==> config.mk <==
export PLATFORM = sky130hd
export DESIGN_NAME = writeback_arbiter
export DESIGN_NICKNAME = d
export VERILOG_FILES = /design/src/rtl/writeback_arbiter_pkg.sv /design/src/rtl/writeback_arbiter_lq_fifo.sv /design/src/rtl/writeback_arbiter.sv
export SDC_FILE = /design/constraint.sdc
export NUM_CORES = 1
export LEC_CHECK = 0
export CORE_ASPECT_RATIO = 0.6
export CORE_UTILIZATION = 40
export DETAILED_ROUTE_END_ITERATION = 8
export HOLD_SLACK_MARGIN = 0.15
export PLACE_DENSITY = 0.75
export SLEW_MARGIN = 0
export SYNTH_ARGS = -nofsm -noshare
export SYNTH_HDL_FRONTEND = slang
export SYNTH_SLANG_ARGS = --single-unit
==> constraint.sdc <==
create_clock -name clk -period 3.83 [get_ports clk]
set_clock_uncertainty 0.2 [all_clocks]
set_input_delay 0.766 -clock clk [delete_from_list [all_inputs] [get_ports clk]]
set_output_delay 0.766 -clock clk [all_outputs]
set_load 0.005 [all_outputs]
==> src/rtl/writeback_arbiter_pkg.sv <==
// rtl/writeback_arbiter_pkg.sv - shared widths and load-queue entry type for the writeback arbiter
package writeback_arbiter_pkg;

  localparam int DATA_W   = 8;
  localparam int ADDR_W   = 5;
  localparam int NUM_REGS = 32;

  // One buffered load return: destination register and its data
  typedef struct packed {
    logic [ADDR_W-1:0] rd;
    logic [DATA_W-1:0] data;
  } lq_entry_t;

endpackage

==> src/rtl/writeback_arbiter_lq_fifo.sv <==
// rtl/writeback_arbiter_lq_fifo.sv - load-return FIFO with single push and 0/1/2 pops per cycle
module lq_fifo
  import writeback_arbiter_pkg::*;
#(
  parameter int DEPTH = 4,
  parameter int CNT_W = $clog2(DEPTH + 1)
) (
  input  logic             clk,
  input  logic             reset,
  input  logic             push,
  input  lq_entry_t        push_entry,
  input  logic [1:0]       pop_cnt,
  output lq_entry_t        head,
  output lq_entry_t        head_nxt,
  output logic [CNT_W-1:0] count
);

  localparam int PTR_W = $clog2(DEPTH);

  lq_entry_t        mem [DEPTH];
  logic [PTR_W-1:0] wr_ptr;
  logic [PTR_W-1:0] rd_ptr;

  // Head views come straight from storage, so a fresh push is only visible next cycle
  assign head     = mem[rd_ptr];
  assign head_nxt = mem[rd_ptr + PTR_W'(1)];

  // Entry storage needs no reset; occupancy alone decides what is valid
  always_ff @(posedge clk) begin
    if (push) begin
      mem[wr_ptr] <= push_entry;
    end
  end

  // Pointers wrap naturally at the power-of-two depth; count tracks pushes minus pops
  always_ff @(posedge clk) begin
    if (reset) begin
      wr_ptr <= '0;
      rd_ptr <= '0;
      count  <= '0;
    end else begin
      if (push) begin
        wr_ptr <= wr_ptr + PTR_W'(1);
      end
      rd_ptr <= rd_ptr + PTR_W'(pop_cnt);
      count  <= count + CNT_W'(push) - CNT_W'(pop_cnt);
    end
  end

endmodule

==> src/rtl/writeback_arbiter.sv <==
// rtl/writeback_arbiter.sv - two-port register writeback arbiter for ALU lanes and queued load returns
module writeback_arbiter
  import writeback_arbiter_pkg::*;
#(
  parameter int DATA_W   = writeback_arbiter_pkg::DATA_W,
  parameter int ADDR_W   = writeback_arbiter_pkg::ADDR_W,
  parameter int LQ_DEPTH = 4
) (
  input  logic                clk,
  input  logic                reset,
  input  logic                alu_valid_1,
  input  logic [ADDR_W-1:0]   alu_rd_1,
  input  logic [DATA_W-1:0]   alu_data_1,
  input  logic                alu_valid_2,
  input  logic [ADDR_W-1:0]   alu_rd_2,
  input  logic [DATA_W-1:0]   alu_data_2,
  input  logic                ld_issue_valid,
  input  logic [ADDR_W-1:0]   ld_issue_rd,
  input  logic                ld_ret_valid,
  input  logic [ADDR_W-1:0]   ld_ret_rd,
  input  logic [DATA_W-1:0]   ld_ret_data,
  output logic                ld_ret_ready,
  output logic                reg_write_1,
  output logic [ADDR_W-1:0]   rd_1,
  output logic [DATA_W-1:0]   writedata_1,
  output logic                reg_write_2,
  output logic [ADDR_W-1:0]   rd_2,
  output logic [DATA_W-1:0]   writedata_2,
  output logic [NUM_REGS-1:0] busy_mask,
  output logic [2:0]          lq_count
);

  lq_entry_t           ret_entry;
  lq_entry_t           head;
  lq_entry_t           head_nxt;
  logic                push;
  logic [1:0]          pop_cnt;
  logic                ready_q;
  logic                lane1_ok;
  logic                lane2_ok;
  logic                s1_wr;
  logic [ADDR_W-1:0]   s1_rd;
  logic [DATA_W-1:0]   s1_data;
  logic                s2_wr;
  logic [ADDR_W-1:0]   s2_rd;
  logic [DATA_W-1:0]   s2_data;
  logic [NUM_REGS-1:0] set_mask;
  logic [NUM_REGS-1:0] clr_mask;

  // ready_q holds ld_ret_ready low through reset and for the cycle that ends it
  assign ld_ret_ready = ready_q && (lq_count != 3'(LQ_DEPTH));
  assign push         = ld_ret_valid && ld_ret_ready;
  assign ret_entry    = '{rd: ld_ret_rd, data: ld_ret_data};

  lq_fifo #(
    .DEPTH (LQ_DEPTH),
    .CNT_W (3)
  ) u_lq_fifo (
    .clk        (clk),
    .reset      (reset),
    .push       (push),
    .push_entry (ret_entry),
    .pop_cnt    (pop_cnt),
    .head       (head),
    .head_nxt   (head_nxt),
    .count      (lq_count)
  );

  // ALU lanes own their ports; queued loads fill whatever ports are left, oldest first
  always_comb begin
    lane1_ok = alu_valid_1 && (alu_rd_1 != '0);
    lane2_ok = alu_valid_2 && (alu_rd_2 != '0);
    pop_cnt  = 2'd0;
    clr_mask = '0;
    s1_wr    = lane1_ok;
    s1_rd    = alu_rd_1;
    s1_data  = alu_data_1;
    s2_wr    = lane2_ok;
    s2_rd    = alu_rd_2;
    s2_data  = alu_data_2;
    if (!lane1_ok && (lq_count != 3'd0)) begin
      pop_cnt           = 2'd1;
      s1_wr             = (head.rd != '0);
      s1_rd             = head.rd;
      s1_data           = head.data;
      clr_mask[head.rd] = 1'b1;
      if (!lane2_ok && (lq_count >= 3'd2)) begin
        pop_cnt               = 2'd2;
        s2_wr                 = (head_nxt.rd != '0);
        s2_rd                 = head_nxt.rd;
        s2_data               = head_nxt.data;
        clr_mask[head_nxt.rd] = 1'b1;
      end
    end else if (!lane2_ok && (lq_count != 3'd0)) begin
      pop_cnt           = 2'd1;
      s2_wr             = (head.rd != '0);
      s2_rd             = head.rd;
      s2_data           = head.data;
      clr_mask[head.rd] = 1'b1;
    end
  end

  // Issue marks the destination busy; r0 is hardwired and never tracked
  always_comb begin
    set_mask = '0;
    if (ld_issue_valid && (ld_issue_rd != '0)) begin
      set_mask[ld_issue_rd] = 1'b1;
    end
  end

  // Registered write ports; idle ports drop reg_write but keep rd/data
  always_ff @(posedge clk) begin
    if (reset) begin
      reg_write_1 <= 1'b0;
      rd_1        <= '0;
      writedata_1 <= '0;
      reg_write_2 <= 1'b0;
      rd_2        <= '0;
      writedata_2 <= '0;
    end else begin
      reg_write_1 <= s1_wr;
      reg_write_2 <= s2_wr;
      if (s1_wr) begin
        rd_1        <= s1_rd;
        writedata_1 <= s1_data;
      end
      if (s2_wr) begin
        rd_2        <= s2_rd;
        writedata_2 <= s2_data;
      end
    end
  end

  // Scoreboard: set wins over a same-cycle clear of the same register
  always_ff @(posedge clk) begin
    if (reset) begin
      busy_mask <= '0;
      ready_q   <= 1'b0;
    end else begin
      busy_mask <= (busy_mask & ~clr_mask) | set_mask;
      ready_q   <= 1'b1;
    end
  end

  // Upstream must never reissue or write a register that still has a load in flight
  always_ff @(posedge clk) begin
    if (!reset) begin
      assert (!(ld_issue_valid && (ld_issue_rd != '0) && busy_mask[ld_issue_rd]));
      assert (!(alu_valid_1 && (alu_rd_1 != '0) && busy_mask[alu_rd_1]));
      assert (!(alu_valid_2 && (alu_rd_2 != '0) && busy_mask[alu_rd_2]));
    end
  end

endmodule

==> results of run 1 <==
power by group through the flow:
stage,sequential (mW),clock (mW),combinational [mW]
floorplan,1.60,0,1.25
global placement,1.65,0,1.88
detailed placement,1.65,0,1.92
CTS,1.63,1.67,1.94
global route,1.65,1.74,2.10
finish,1.63,1.66,1.98
worst register-to-register path, stage by stage, from the launching register on:
cell,delay (ns)
dfxtp_1,0.67
mux4_2,0.56
nor3_2,0.10
a21oi_1,0.87
or2_1,0.56
a311oi_1,0.18
flip-flops by register name, summed over array words and instances (netlist names):
register and cells:
writedata_2 8, reg_write_1 1, rd_1 5, busy_mask 32, writedata_1 8, u_lq_fifo.mem 52, u_lq_fifo.rd_ptr 2, rd_2 5
ready_q 1, reg_write_2 1, u_lq_fifo.count 3, u_lq_fifo.wr_ptr 2
layout make-up:
cell class                 instances  area share
sequential                       120       0.373
multi-input combinational        330       0.352
timing repair buffer             131       0.161
clock buffer                      19      0.0553
tap                              192      0.0307
clock inverter                    13      0.0227
inverter                          11     0.00527
per-layer routing:
metal / vias to the layer above / track usage / share of wire
met3: 31 / 0.0633 / 0.11
met2: 344 / 0.359 / 0.43
met4: 0 / 0.0825 / 0.014
li1: 2226 / - / -
met5: - / 0 / 0
met1: 2499 / 0.352 / 0.45
logic make-up (layout without fill, tap and decap cells):
group / Yosys count / count (layout) / synth area share
fa+ha+maj: 9 / 9 / 0.0204
simple gates: 129 / 129 / 0.111
buf+inv: 50 / 174 / 0.0386
mux: 43 / 43 / 0.130
compound gates: 144 / 144 / 0.196
xor+xnor: 5 / 5 / 0.00742
flops: 120 / 120 / 0.496
final timing paths:
path | endpoint | slack (ns)
setup / recovery | u_lq_fifo.count[2]$_SDFF_PP0_ | 0.36
hold reg to reg | busy_mask[7]$_SDFF_PP0_ | 0.28
setup reg to reg | writedata_1[5]$_SDFFE_PP0P_ | 0.54
hold / removal | busy_mask[7]$_SDFF_PP0_ | 0.28
placed cells by master (no fill, tap or decap), drive strengths merged, types with 12 or more instances in the layout:
cell type,Yosys,layout
o221ai,31,31
buf,13,19
dfxtp,68,68
nor3,20,20
edfxtp,52,52
clkbuf,26,19
inv,11,12
a21oi,33,33
mux4,26,26
a211oi,28,28
nand2,37,37
nand3,12,12
clkdlybuf4s50,0,112
nor2,25,25
stage by stage:
step | cells | util
6_report | 816 | 0.559
5_1_grt | 816 | 0.559
4_1_cts | 816 | 0.559
3_5_place_dp | 784 | 0.516
3_3_place_gp | 784 | 0.516
2_1_floorplan | 500 | -
==> impl_metrics.env, run 1 <==
export IMPL_status="completed"
export IMPL_antenna_left=0
export IMPL_initial_core_util=0.421
export IMPL_p_per_area_nw_per_um2=673
export IMPL_end_kind="flop"
export IMPL_max_vdd_ir_drop_v=0.000353
export IMPL_portBuffers=113
export IMPL_wire_per_inst_um=22.3
export IMPL_critPathArrivalTime_ns=3.54
export IMPL_critPathBufInv=3
export IMPL_grt_pass1_vias=4938
export IMPL_slowest_stage="clkdlybuf4s50_1"
export IMPL_seqPwrFrac=0.310
export IMPL_syn_area_per_cell_um2=11.8
export IMPL_yosysUniqueCellTypes=60
export IMPL_chipWidth_um=159
export IMPL_design_area_um2=7830
export IMPL_cts_buffer_depth=2
export IMPL_async_flop_share=0
export IMPL_tns_ns=0
export IMPL_regToRegStartpoint="u_lq_fifo.rd_ptr[0]$_SDFF_PP0_"
export IMPL_power_frac_clock=0.315
export IMPL_fmax_mhz=288
export IMPL_placed_area_um2=7220
export IMPL_cellInternalPower_mw=3.44
export IMPL_netlist_top_cells_area="edfxtp_1, dfxtp_1, mux4_2, o221ai_1, a21oi_1"
export IMPL_area_delta_synth_final_pct=32.7
export IMPL_layout_filler_cells=1138
export IMPL_seq_area_um2=2920
export IMPL_synth_nets=559
export IMPL_power_total_mw=5.27
export IMPL_finalWorstSetupSlack_ns=0.360
export IMPL_coreArea_um2=14000
export IMPL_nets=670
export IMPL_syn_inst=500
export IMPL_start_kind="input port"
export IMPL_drv_slew=0
export IMPL_ctsResizeCount=0
export IMPL_grt_setup_unrepaired="no"
export IMPL_io_pins=114
export IMPL_grt_max_degree=33
export IMPL_synth_common_cells="dfxtp_1, edfxtp_1, nand2_1, a21oi_1, o221ai_1"
export IMPL_netlist_area_um2=5900
export IMPL_grt_pass1_wl_um=28100
export IMPL_synth_seq_area_share=0.496
export IMPL_path_depth=13
export IMPL_max_slew_margin_rel=0.0478
export IMPL_drv_cap=0
export IMPL_holdPathStages=2
export IMPL_htreeDepth=4
export IMPL_cts_hold_buf=0
export IMPL_fp_dieH_um=96.1
export IMPL_synth_ff_type="dfxtp_1"
export IMPL_finalSetupViolCount=0
export IMPL_drt_iter0_markers=662
export IMPL_totalWireLength_um=18200
export IMPL_cts_tree="yes"
export IMPL_r2r_cells=5
export IMPL_synth_top_cell_by_area="edfxtp_1"
export IMPL_worstSetupStartpoint="alu_rd_2[1]"
export IMPL_synth_edff_count=52
export IMPL_slowest_delay_ns=0.45
export IMPL_dieArea_um2=15300
export IMPL_min_path_type="reg2reg"
export IMPL_ys_warn_count=0
export IMPL_cts_setup_buffers=0
export IMPL_power_switching_mw=1.83
export IMPL_hold_viol=0
export IMPL_gp_congestion=0.911
export IMPL_antenna_found_initial=0
export IMPL_crit_family="adder cells"
export IMPL_clock_sinks=120
export IMPL_path_cells="clkdlybuf4s50_1 > nor3_1 > a21bo_2 > o21ai_1 > nor2_1 > ha_1 > inv_1 > ha_1 > inv_1 > fa_1 > xor2_1 > xnor2_1 > nor2_1"
export IMPL_finalCritPeriodShare=0.906
export IMPL_min_from="busy_mask[7]$_SDFF_PP0_"
export IMPL_gr_usage_all_layers=0.245
export IMPL_critical_path_class="in2reg"
export IMPL_clkTransAtPathRegs_ns=0.06
export IMPL_cts_inserted_buffers=17
export IMPL_ys_ff_latch=120
export IMPL_cp_max_fo=6
export IMPL_multi_input_area_um2=2750
export IMPL_yosysTopAreaCellShare=0.265
export IMPL_combPwrFrac=0.375
export IMPL_min_period_ns=3.47
export IMPL_antennaDiodeCount=0
export IMPL_synth_most_common_cell="dfxtp_1"
export IMPL_vias=5100
export IMPL_preCtsSetupSlack_ns=0.0570
export IMPL_drc_errors=0
export IMPL_cp_required_ns=3.90
export IMPL_hpwl_um=12900
export IMPL_power_leakage_nw=2.54
export IMPL_drt_vias_per_instance=6.25
export IMPL_worst_pin_slew_ns=1.42
export IMPL_dr_pass1_iters=8
export IMPL_drive_above_1_share=0.171
export IMPL_clk_latency_ns=0.41
export IMPL_clockRootBuffer="clkbuf_16"
export IMPL_p_sw_frac=0.347
export IMPL_holdWs_ns=0.279
export IMPL_grt_overflow=0
export IMPL_num_rows=33
Note: power is estimated with default switching activity, not from simulation.
==> run 2: changes to the inputs <==
Settings changed: CELL_PAD_IN_SITES_DETAIL_PLACEMENT from default to 0, CELL_PAD_IN_SITES_GLOBAL_PLACEMENT from default to 1, PLACE_DENSITY 0.75 to 0.89.
==> run 2 against run 1 <==
Effect of this change: worst setup slack got worse by 0.021 ns; sequential power about the same; via count fell by 1.2%; sequential share of layout area up 0.18 points; design area down 0.48%; combinational power hardly changed; die area is the same; maximum frequency down 0.61%; core utilization is 0.27 points lower; critical endpoint unchanged; largest power group unchanged.
==> impl_metrics.env, run 2 (synthesis gave the netlist of run 1 again) <==
export IMPL_antenna_left=0
export IMPL_critPathBufInv=3
export IMPL_grt_setup_unrepaired="no"
export IMPL_num_rows=33
export IMPL_finalSetupViolCount=0
export IMPL_power_total_mw=5.18
export IMPL_r2r_cells=5
export IMPL_clock_sinks=120
export IMPL_cts_buffer_depth=2
export IMPL_largest_reg_flops=52
export IMPL_fp_dieH_um=96.1
export IMPL_design_area_um2=7790
export IMPL_worst_pin_slew_ns=1.34
export IMPL_critical_path_class="in2reg"
export IMPL_fmax_mhz=286
export IMPL_clockRootBuffer="clkbuf_16"
export IMPL_path_cells="clkdlybuf4s50_1 > nor3_1 > a31oi_1 > nor2_1 > nor2_1 > ha_1 > inv_1 > ha_1 > inv_1 > fa_1 > xor2_1 > xnor2_1 > nor2_1"
export IMPL_largestRegisters="u_lq_fifo.mem: 52 flops, busy_mask: 32 flops"
export IMPL_drt_iter0_markers=631
export IMPL_path_common_cell="nor2_1"
export IMPL_grt_pass1_wl_um=28400
export IMPL_rrSetupSlack_ns=0.47
export IMPL_slowest_delay_ns=0.45
export IMPL_busiest_layer="met2"
export IMPL_max_slew_margin_rel=0.103
export IMPL_min_path_type="reg2reg"
export IMPL_post_route_util=0.557
export IMPL_clkTransAtPathRegs_ns=0.06
export IMPL_dr_pass1_iters=6
export IMPL_drt_vias_per_instance=6.18
export IMPL_status="completed"
export IMPL_antennaDiodeCount=0
export IMPL_wire_per_inst_um=22.7
export IMPL_start_kind="input port"
export IMPL_grt_max_degree=30
export IMPL_finalCritPeriodShare=0.911
export IMPL_cts_inserted_buffers=17
export IMPL_drv_cap=0
export IMPL_drc_errors=0
export IMPL_path_depth=13
export IMPL_hpwl_um=13400
export IMPL_cts_setup_buffers=0
export IMPL_grt_overflow=0
export IMPL_layout_filler_cells=1097
export IMPL_cp_max_fo=4
export IMPL_slowest_stage="nor3_1"
export IMPL_cp_required_ns=3.91
export IMPL_htreeDepth=4
export IMPL_area_delta_synth_final_pct=32.1
export IMPL_grt_pass1_vias=4946
export IMPL_clk_latency_ns=0.42
export IMPL_nets=669
export IMPL_min_period_ns=3.49
export IMPL_final_cell_mix="clkdlybuf4s50_1, dfxtp_1, edfxtp_1"
export IMPL_tns_ns=0
export IMPL_holdWs_ns=0.276
export IMPL_cts_hold_buf=0
export IMPL_vias=5039
export IMPL_coreArea_um2=14000
export IMPL_end_kind="flop"
export IMPL_drive_above_1_share=0.177
export IMPL_hold_viol=0
export IMPL_grt_use_met1=0.351
export IMPL_gp_congestion=0.926
export IMPL_chipWidth_um=159
export IMPL_dieArea_um2=15300
export IMPL_mostFrequentLayoutCell="clkdlybuf4s50_1"
export IMPL_top_register="u_lq_fifo.mem"
export IMPL_antenna_found_initial=0
export IMPL_p_per_area_nw_per_um2=664
export IMPL_io_pins=114
export IMPL_grtUsageMet2=0.370
export IMPL_grt_util_met3=0.0694
export IMPL_cts_tree="yes"
export IMPL_holdPathStages=2
export IMPL_placed_area_um2=7210
export IMPL_totalWireLength_um=18500
export IMPL_critPathArrivalTime_ns=3.58
export IMPL_power_leakage_nw=2.53
export IMPL_drv_slew=0
export IMPL_ctsResizeCount=0
export IMPL_max_vdd_ir_drop_v=0.000322
export IMPL_gr_usage_all_layers=0.251
export IMPL_initial_core_util=0.421
export IMPL_crit_family="simple AND/OR/NAND/NOR gates"
export IMPL_portBuffers=113
run 2: cell types whose count changed in the layout (fill, tap and decap cells not counted), sizes merged:
cell / change
bufinv: -3
inv: +9
buf: -1
clkinvlp: -2
clkinv: -2
clkbuf: -2
run 2: power by group:
group	internal, mW	switching (mW)	total, mW
logic	0.869	1.09	1.96
registers	1.49	0.155	1.64
clock network	0.919	0.657	1.58
total	3.27	1.90	5.18
run 2: final cells by class:
| type | instances | area [um2] | share of cell area |
|---|---|---|---|
| clock inverter | 15 | 155 | 0.0199 |
| inverter | 11 | 41.3 | 0.00530 |
| sequential | 120 | 2920 | 0.375 |
| timing repair buffer | 130 | 1250 | 0.161 |
| multi-input combinational | 330 | 2750 | 0.353 |
| tap | 192 | 240 | 0.0308 |
| clock buffer | 17 | 425 | 0.0546 |
run 2: worst register-to-register path, stage by stage, from the launching register on:
cell and delay (ns):
dfxtp_1 0.79, mux4_2 0.76, nor3_2 0.23, nand3_1 0.45
a21oi_1 0.47, mux2_1 0.36
run 2: layer usage:
layer	part of all wire	vias to the layer above	routed length, um
met5	0	-	0
met4	0.020	0	375
met3	0.10	39	1910
met2	0.42	316	7730
met1	0.46	2450	8520
li1	-	2234	-
run 2: path summary, 6_finish.rpt:
kind	start	endpoint
worst max-delay path	alu_rd_2[1]	u_lq_fifo.count[2]$_SDFF_PP0_
worst min-delay path	busy_mask[11]$_SDFF_PP0_	busy_mask[11]$_SDFF_PP0_
worst max register to register	u_lq_fifo.rd_ptr[0]$_SDFF_PP0_	rd_2[1]$_SDFFE_PP0P_
worst min register to register	busy_mask[11]$_SDFF_PP0_	busy_mask[11]$_SDFF_PP0_
run 2: per-stage QoR:
stage / cells / setup WS [ns]
after global routing: 815 / 0.173
after floorplan: 500 / 0.342
final: 815 / 0.339
after detailed placement: 783 / -0.0477
after global placement: 783 / 0.121
after CTS: 815 / 0.371
==> run 3: changes to the inputs <==
Settings changed: CORE_MARGIN from default to 3, SKIP_LAST_GASP from default to 1, SLEW_MARGIN 0 to default.
==> run 3 against run 2 <==
Effect of this change: final cell count rose by 0.12%; non-clock buffer count rose by 1; wire length rose by 2.0%; register-to-register slack improved by 0.12 ns; via count rose by 0.50%; sequential cell count did not move; critical path type unchanged; largest cell class unchanged; highest routed layer unchanged.
==> impl_metrics.env, run 3 (synthesis gave the netlist of run 1 again) <==
export IMPL_clkTransAtPathRegs_ns=0.06
export IMPL_finalCritPeriodShare=0.878
export IMPL_placed_area_um2=7220
export IMPL_holdWs_ns=0.279
export IMPL_largestRegisters="u_lq_fifo.mem: 52 flops, busy_mask: 32 flops"
export IMPL_power_leakage_nw=2.54
export IMPL_drive_above_1_share=0.176
export IMPL_max_vdd_ir_drop_v=0.000318
export IMPL_htreeDepth=4
export IMPL_area_delta_synth_final_pct=32.7
export IMPL_grt_pass1_wl_um=28700
export IMPL_initial_core_util=0.420
export IMPL_clk_latency_ns=0.42
export IMPL_drt_vias_per_instance=6.21
export IMPL_wire_per_inst_um=23.2
export IMPL_fmax_mhz=297
export IMPL_clock_sinks=120
export IMPL_antennaDiodeCount=0
export IMPL_portBuffers=113
export IMPL_design_area_um2=7830
export IMPL_hold_viol=0
export IMPL_end_kind="flop"
export IMPL_layout_cells_non_filler=816
export IMPL_dr_pass1_iters=6
export IMPL_cts_inserted_buffers=17
export IMPL_max_slew_margin_rel=0.316
export IMPL_drc_errors=0
export IMPL_gp_congestion=0.935
export IMPL_drt_iter0_markers=716
export IMPL_gr_usage_all_layers=0.232
export IMPL_top_register="u_lq_fifo.mem"
export IMPL_coreArea_um2=14000
export IMPL_mostFrequentLayoutCell="clkdlybuf4s50_1"
export IMPL_num_rows=33
export IMPL_tns_ns=0
export IMPL_dieArea_um2=16300
export IMPL_drv_cap=0
export IMPL_largest_reg_flops=52
export IMPL_worst_pin_slew_ns=1.03
export IMPL_p_per_area_nw_per_um2=673
export IMPL_antenna_left=0
export IMPL_grt_overflow=0
export IMPL_nets=670
export IMPL_totalWireLength_um=18900
export IMPL_cp_max_fo=3
export IMPL_cts_hold_buf=0
export IMPL_drv_slew=0
export IMPL_ctsResizeCount=0
export IMPL_status="completed"
export IMPL_vias=5064
export IMPL_power_total_mw=5.27
export IMPL_cts_setup_buffers=0
export IMPL_chipWidth_um=163
export IMPL_critPathArrivalTime_ns=3.46
export IMPL_final_cell_mix="clkdlybuf4s50_1, dfxtp_1, edfxtp_1"
export IMPL_finalSetupViolCount=0
export IMPL_cp_required_ns=3.92
export IMPL_cts_buffer_depth=2
export IMPL_fp_dieH_um=100
export IMPL_grt_pass1_vias=4988
export IMPL_clockRootBuffer="clkbuf_16"
export IMPL_hpwl_um=13400
export IMPL_grt_max_degree=34
export IMPL_critical_path_class="in2reg"
export IMPL_cts_tree="yes"
export IMPL_grt_setup_unrepaired="no"
export IMPL_min_path_type="reg2reg"
export IMPL_min_period_ns=3.36
export IMPL_antenna_found_initial=0
export IMPL_start_kind="input port"
export IMPL_dp_cells=784
export IMPL_io_pins=114
[run 3: changes by cell type in the layout (fill, tap and decap cells not counted), sizes merged]
| cell | before | now |
|---|---|---|
| inv | 21 | 13 |
| clkinv | 3 | 8 |
| bufinv | 1 | 3 |
| buf | 18 | 19 |
| clkbuf | 17 | 18 |
[run 3: critical path, cell delays in order]
cell and delay [ns]:
clkdlybuf4s50_1 0.42, or3_4 0.43, o31ai_4 0.21, o21ai_1 0.11, nor2_1 0.25, ha_1 0.30, inv_1 0.06, ha_1 0.13
inv_1 0.05, fa_1 0.37, xor2_1 0.17, xnor2_1 0.13, nor2_1 0.05
[run 3: layer usage]
layer  vias up  track usage  wire length (um)  part of all wire
li1       2224            -                 -                 -
met1      2504        0.349              8700              0.46
met2       303        0.322              8000              0.42
met3        33       0.0540              1880             0.099
met4         0       0.0923               316             0.017
met5         -            0                 0                 0
[run 3: power breakdown]
group | internal [mW] | switching, mW
sequential | 1.49 | 0.141
combinational | 0.870 | 1.13
clock | 1.03 | 0.615
total | 3.39 | 1.88
[run 3: layout make-up]
class | instances | area (um2)
fill | 1172 | 6210
clock buffer | 18 | 429
sequential | 120 | 2920
clock inverter | 14 | 175
inverter | 11 | 41.3
tap | 192 | 240
multi-input combinational | 330 | 2760
timing repair buffer | 131 | 1260
[run 3: final timing paths]
| kind | start | end | slack (ns) | cells after the start |
|---|---|---|---|---|
| worst min-delay path | busy_mask[10]$_SDFF_PP0_ | busy_mask[10]$_SDFF_PP0_ | 0.28 | 2 |
| worst max register to register | u_lq_fifo.rd_ptr[0]$_SDFF_PP0_ | writedata_1[2]$_SDFFE_PP0P_ | 0.59 | 6 |
| worst max-delay path | alu_rd_1[0] | u_lq_fifo.count[2]$_SDFF_PP0_ | 0.47 | 13 |
| worst min register to register | busy_mask[10]$_SDFF_PP0_ | busy_mask[10]$_SDFF_PP0_ | 0.28 | 2 |
[run 3: stage by stage]
step | utilization | setup WS (ns)
2_1_floorplan | - | 0.342
3_3_place_gp | 0.514 | 0.157
3_5_place_dp | 0.514 | -0.0101
4_1_cts | 0.557 | 0.422
5_1_grt | 0.558 | 0.319
6_report | 0.558 | 0.467
